### src/rtl/uart_tx_scheduler.sv
// uart_tx_scheduler: round-robin arbiter that shares one UART transmitter between NUM_REQ
// requesters, sending each granted 1- or 2-byte frame as single-byte strobes, low byte first.
// Optional build macro: UART_SCHED_TIMEOUT_EN (abort a byte whose tx_busy never rises).
module uart_tx_scheduler #(
    parameter int unsigned WIDTH   = 8,
    parameter int unsigned NUM_REQ = 4,
    parameter int unsigned TIMEOUT = 64,
    localparam int unsigned ID_W   = $clog2(NUM_REQ)
) (
    input  logic                         clk,
    input  logic                         rst,
    input  logic [NUM_REQ-1:0]           req,
    input  logic [NUM_REQ-1:0]           req_two_byte,
    input  logic [NUM_REQ*2*WIDTH-1:0]   req_data,
    output logic [NUM_REQ-1:0]           req_ack,
    output logic [WIDTH-1:0]             tx_p_data,
    output logic                         tx_d_vld,
    input  logic                         tx_busy,
    output logic                         sched_busy,
    output logic [ID_W-1:0]              grant_id,
    output logic                         timeout_err
);

    localparam int unsigned FRAME_W = 2 * WIDTH;

    if (NUM_REQ < 2) begin : g_bad_num_req
        $error("uart_tx_scheduler: NUM_REQ must be at least 2");
    end
    if (TIMEOUT < 2) begin : g_bad_timeout
        $error("uart_tx_scheduler: TIMEOUT must be at least 2");
    end

    typedef enum logic [2:0] {
        IDLE    = 3'd0,
        LOAD    = 3'd1,
        WAIT_HI = 3'd2,
        WAIT_LO = 3'd3,
        DONE    = 3'd4
    } state_t;

    state_t               state_q, state_d;
    logic [FRAME_W-1:0]   hold_q, hold_d;
    logic                 two_q, two_d;
    logic                 sel_q, sel_d;
    logic [ID_W-1:0]      last_q, last_d;
    logic [ID_W-1:0]      gid_q, gid_d;
    logic                 vld_q, vld_d;
    logic [WIDTH-1:0]     pdata_q, pdata_d;
    logic [NUM_REQ-1:0]   ack_q, ack_d;
    logic                 sbusy_q, sbusy_d;
    logic                 terr_q, terr_d;

    logic                 found_c;
    logic [ID_W-1:0]      pick_c;
    logic [FRAME_W-1:0]   pick_data_c;
    logic                 pick_two_c;
    logic                 timeout_hit_c;

    // Round-robin search starting just after the last granted requester, with explicit wrap.
    always_comb begin
        int unsigned idx;
        found_c = 1'b0;
        pick_c  = '0;
        idx     = 0;
        for (int unsigned k = 1; k <= NUM_REQ; k++) begin
            idx = 32'(last_q) + k;
            if (idx >= NUM_REQ) begin
                idx = idx - NUM_REQ;
            end
            if (!found_c && req[ID_W'(idx)]) begin
                found_c = 1'b1;
                pick_c  = ID_W'(idx);
            end
        end
    end

    // Select the winner's frame payload and length flag.
    always_comb begin
        pick_data_c = '0;
        pick_two_c  = 1'b0;
        for (int unsigned i = 0; i < NUM_REQ; i++) begin
            if (pick_c == ID_W'(i)) begin
                pick_data_c = req_data[i*FRAME_W +: FRAME_W];
                pick_two_c  = req_two_byte[i];
            end
        end
    end

`ifdef UART_SCHED_TIMEOUT_EN
    localparam int unsigned CNT_W = ($clog2(TIMEOUT) > 8) ? $clog2(TIMEOUT) : 8;

    logic [CNT_W-1:0] cnt_q, cnt_d;

    // Count cycles spent in WAIT_HI; zero in every other state so entry starts from 0.
    always_comb begin
        cnt_d = '0;
        if (state_q == WAIT_HI) begin
            cnt_d = cnt_q + CNT_W'(1);
        end
    end

    // Timeout counter register.
    always_ff @(posedge clk) begin
        if (rst) begin
            cnt_q <= '0;
        end else begin
            cnt_q <= cnt_d;
        end
    end

    assign timeout_hit_c = (state_q == WAIT_HI) && !tx_busy && (cnt_q == CNT_W'(TIMEOUT - 1));
`else
    assign timeout_hit_c = 1'b0;
`endif

    // Next-state and registered-output logic.
    always_comb begin
        state_d = state_q;
        hold_d  = hold_q;
        two_d   = two_q;
        sel_d   = sel_q;
        last_d  = last_q;
        gid_d   = gid_q;

        unique case (state_q)
            IDLE: begin
                if (found_c) begin
                    hold_d  = pick_data_c;
                    two_d   = pick_two_c;
                    sel_d   = 1'b0;
                    gid_d   = pick_c;
                    last_d  = pick_c;
                    state_d = LOAD;
                end
            end
            LOAD: begin
                state_d = WAIT_HI;
            end
            WAIT_HI: begin
                if (tx_busy) begin
                    state_d = WAIT_LO;
                end else if (timeout_hit_c) begin
                    state_d = DONE;
                end
            end
            WAIT_LO: begin
                if (!tx_busy) begin
                    if (two_q && !sel_q) begin
                        sel_d   = 1'b1;
                        state_d = LOAD;
                    end else begin
                        state_d = DONE;
                    end
                end
            end
            DONE: begin
                state_d = IDLE;
            end
            default: begin
                state_d = IDLE;
            end
        endcase

        vld_d   = (state_d == LOAD);
        pdata_d = pdata_q;
        if (state_d == LOAD) begin
            pdata_d = sel_d ? hold_d[FRAME_W-1:WIDTH] : hold_d[WIDTH-1:0];
        end
        ack_d   = (state_d == DONE) ? (NUM_REQ'(1) << gid_d) : '0;
        sbusy_d = (state_d != IDLE);
        terr_d  = timeout_hit_c;
    end

    // State and output registers with synchronous reset.
    always_ff @(posedge clk) begin
        if (rst) begin
            state_q <= IDLE;
            hold_q  <= '0;
            two_q   <= 1'b0;
            sel_q   <= 1'b0;
            last_q  <= ID_W'(NUM_REQ - 1);
            gid_q   <= '0;
            vld_q   <= 1'b0;
            pdata_q <= '0;
            ack_q   <= '0;
            sbusy_q <= 1'b0;
            terr_q  <= 1'b0;
        end else begin
            state_q <= state_d;
            hold_q  <= hold_d;
            two_q   <= two_d;
            sel_q   <= sel_d;
            last_q  <= last_d;
            gid_q   <= gid_d;
            vld_q   <= vld_d;
            pdata_q <= pdata_d;
            ack_q   <= ack_d;
            sbusy_q <= sbusy_d;
            terr_q  <= terr_d;
        end
    end

    assign req_ack     = ack_q;
    assign tx_p_data   = pdata_q;
    assign tx_d_vld    = vld_q;
    assign sched_busy  = sbusy_q;
    assign grant_id    = gid_q;
    assign timeout_err = terr_q;

endmodule

### config.mk
export PLATFORM = sky130hd
export DESIGN_NAME = uart_tx_scheduler
export DESIGN_NICKNAME = d
export VERILOG_FILES = /design/src/rtl/uart_tx_scheduler.sv
export SDC_FILE = /design/constraint.sdc
export NUM_CORES = 1
export LEC_CHECK = 0
export ABC_AREA = 1
export CORE_MARGIN = 4
export CORE_UTILIZATION = 30
export CTS_CLUSTER_SIZE = 8
export DETAILED_ROUTE_END_ITERATION = 7
export PLACE_DENSITY = 0.66
export SLEW_MARGIN = 20
export SYNTH_ARGS = -nofsm -noshare
export SYNTH_HDL_FRONTEND = slang
export SYNTH_SLANG_ARGS = --single-unit
### constraint.sdc
create_clock -name clk -period 2.4 [get_ports clk]
set_input_delay 0.48 -clock clk [delete_from_list [all_inputs] [get_ports clk]]
set_output_delay 0.48 -clock clk [all_outputs]
set_load 0.05 [all_outputs]
==> results.cfg <==
[outcome]
status = finished, final reports clean

[yosys]
synthMuxAreaShare = 0
synthSimpleGateAreaFrac = 0.462
ys_seq_area_frac = 0.316
synth_top_family_by_area = simple AND/OR/NAND/NOR gates
ys.warnings.count = 0
synth_edf_count = 0
synth_seq_cells = 39
yosysMostFrequentCell = nand2_1
synth-xor-area-share = 0
synth_compound_area_frac = 0.100
async_flop_share = 0
synth_commonest_cells = nand2_1, inv_1, nand3_1, dfxtp_1, nor2_1
syn_area_per_cell_um2 = 6.37
synth-main-ff-cell = dfxtp_1
yosysTopAreaCellShare = 0.316
synth_area_um2 = 2470
synth_cell_types = 36
synth_cells = 388
synth_adder_area_share = 0
syn_nets = 463
synth_area_leaders = dfxtp_1, nand2_1, nand3_1, inv_1, nor2_1
synth_top_cell_by_area = dfxtp_1

[finish]
nets = 576
drive_gt1_frac = 0.165
multi_input_area_um2 = 1440
syn2layout_area_growth_pct = 55.4
diodes = 0
regArea_um2 = 785
num-fill-cells = 797

[timing]
fin_skew_ps = 6.01
maxSlewViolCount = 0
finalSetupTns_ps = 0
finalSetupViolCount = 0
setup_ws_ps = 211
tightest_slew_ps = 522
slew_headroom = 0.651
holdWs_ps = 474
rsz0062_at_grt = no
min_period_ps = 2190
hold_viol_final = 0
max_freq_ghz = 0.457
period_share = 0.912

[drt]
first_pass_iters = 4
drt-initial-drc-count = 112
drt-total-wl_um = 7440
vias = 2784
antenna_left = 0
routedWlPerCell_um = 12.3
drc_errors = 0
via_per_inst = 4.61

[clocking]
hold_buffers = 0
cts-htree-levels = 2
clock-sinks = 39
clock_latency_ps = 290
cts_tree = done
clockBufferDepth = 2
clk_pin_slew_worst_paths_ps = 80
clockRootBuffer = clkbuf_8
numCtsBuffers = 5

[worst_setup_path]
r2r_start = last_q[0]$_SDFFE_PP1P_
crit_path_cell_trace = inv_2 -> nand2_1 -> nand2_1 -> nand2_1 -> nand2_1 -> nor2_4 -> nand4_2 -> nand3_4 -> nor2_8 -> buf_12 -> nand2_1 -> nand4_1 -> nand2_1 -> nand2_1 -> nand2_1 -> nand3_1 -> nand2_1 -> inv_1
max_stage_delay_ps = 390
crit_end = tx_p_data[5]$_SDFFE_PP0P_
worstSetupPathType = register to register
regToRegEndpoint = tx_p_data[5]$_SDFFE_PP0P_
rr_worst_depth = 18
cp.required_ps = 2590
critPathMaxFanout = 10
cp-end-kind = register
arrival_ps = 2380
crit_slowest_cell = dfxtp_4
worstSetupStartpoint = last_q[0]$_SDFFE_PP1P_
timing.critical_path.mode_cell = nand2_1
startpoint_type = register
regToRegSetupSlack_ps = 210

[pwr]
p_per_area_nw_per_um2 = 1590
p_leak_uw = 0.00184
ir_worst_vdd_mv = 0.558

[run]
cap_violations = 0

[die]
die_h_um = 98.8
die-area_um2 = 9760
initial_core_util = 0.313
rows = 32
io_pins = 92
die_w_um = 98.8
coreArea_um2 = 7890

[global_route]
grt_use_met3 = 0.0347
antenna_found_initial = 0
grt_pass1_vias = 2741
globalRouteTotalUtil = 0.154
globalRouteOverflowTotal = 0
gr-usage-met2 = 0.276
grt_busiest_layer = met2
grt_max_degree = 26
grt_pass1_wl_um = 12400
grtUsageMet1 = 0.183

[placement]
port_buffers = 90
gp_congestion = 0.885
dp_hpwl_um = 5990
pre_cts_slack_ps = -234

[hold_path]
hold_path.class = register to register
cells in the final DEF, fill, tap and decap left out, types with 7 or more instances in the layout:
master	count
nand4_1	7
nand3_1	37
dfxtp_1	38
nand2_1	111
a21oi_1	18
o21ai_0	15
nor2_1	37
buf_4	26
inv_1	48
nand2_2	15
clkdlybuf4s50_1	86
worst min path at each step:
stage	slack [ps]	startpoint	to	depth (start not counted)
2_1_floorplan	450	hold_q[10]$_SDFF_PP0_	hold_q[10]$_SDFF_PP0_	2
3_3_place_gp	460	tx_p_data[0]$_SDFFE_PP0P_	tx_p_data[0]$_SDFFE_PP0P_	2
3_5_place_dp	460	hold_q[14]$_SDFF_PP0_	hold_q[14]$_SDFF_PP0_	2
4_1_cts	470	hold_q[14]$_SDFF_PP0_	hold_q[14]$_SDFF_PP0_	2
5_1_grt	500	hold_q[14]$_SDFF_PP0_	hold_q[14]$_SDFF_PP0_	2
6_report	470	hold_q[14]$_SDFF_PP0_	hold_q[14]$_SDFF_PP0_	2
power by group:
part	internal, uW	total (uW)	leakage (uW)	switching, uW
Clock	336	564	0.0000612	227
Sequential	860	973	0.000321	113
Combinational	1880	4580	0.00146	2700
logic make-up (layout without fill, tap and decap cells):
| logic type | after synthesis | after routing |
|---|---|---|
| AO/OA/AOI/OAI | 43 | 43 |
| AND/OR/NAND/NOR | 238 | 238 |
| other | 1 | 1 |
| buffers and inverters | 67 | 181 |
| flip-flops | 39 | 39 |
flip-flops by register name, summed over array words and instances (netlist names):
register    cells
last_q          2
state_q         3
sel_q           1
req_ack         4
tx_p_data       8
tx_d_vld        1
grant_id        2
sched_busy      1
hold_q         16
two_q           1
per-layer routing:
| metal | up-vias | wire length [um] | share of wire |
|---|---|---|---|
| met2 | 71 | 3870 | 0.52 |
| li1 | 1463 | - | - |
| met4 | 0 | 63 | 0.0085 |
| met5 | - | 0 | 0 |
| met3 | 6 | 373 | 0.050 |
| met1 | 1244 | 3140 | 0.42 |
metrics by stage:
stage          cell area (um2)   util  instances  power (uW)
3_5_place_dp              3620  0.459        594        5280
2_1_floorplan             2470      -        388        3990
3_3_place_gp              3620  0.459        594        5210
6_report                  3840  0.487        604        6110
5_1_grt                   3840  0.487        604        6710
4_1_cts                   3740  0.474        602        5860
final cells by class:
class                   instances  share of cell area
clock buffers                   6              0.0215
clock inverters                 2             0.00912
inverters                      53              0.0518
multi-input cells             282               0.376
flip-flops and latches         39               0.204
well taps                     102              0.0332
repair buffers                120               0.304
worst max-delay path, delay by kind of cell (launching register included):
kind / cells / cell delay, ps
buffers and inverters: 3 / 260
flip-flops: 1 / 390
AND/OR/NAND/NOR: 15 / 1450
repair_timing:
item                                   4_1_cts  5_1_grt
endpoints found under the hold margin        0        0
gates resized for setup                      0       20
buffers inserted                             0        2
setup endpoints to repair                    0       20
(Power assumes the default switching activity.)
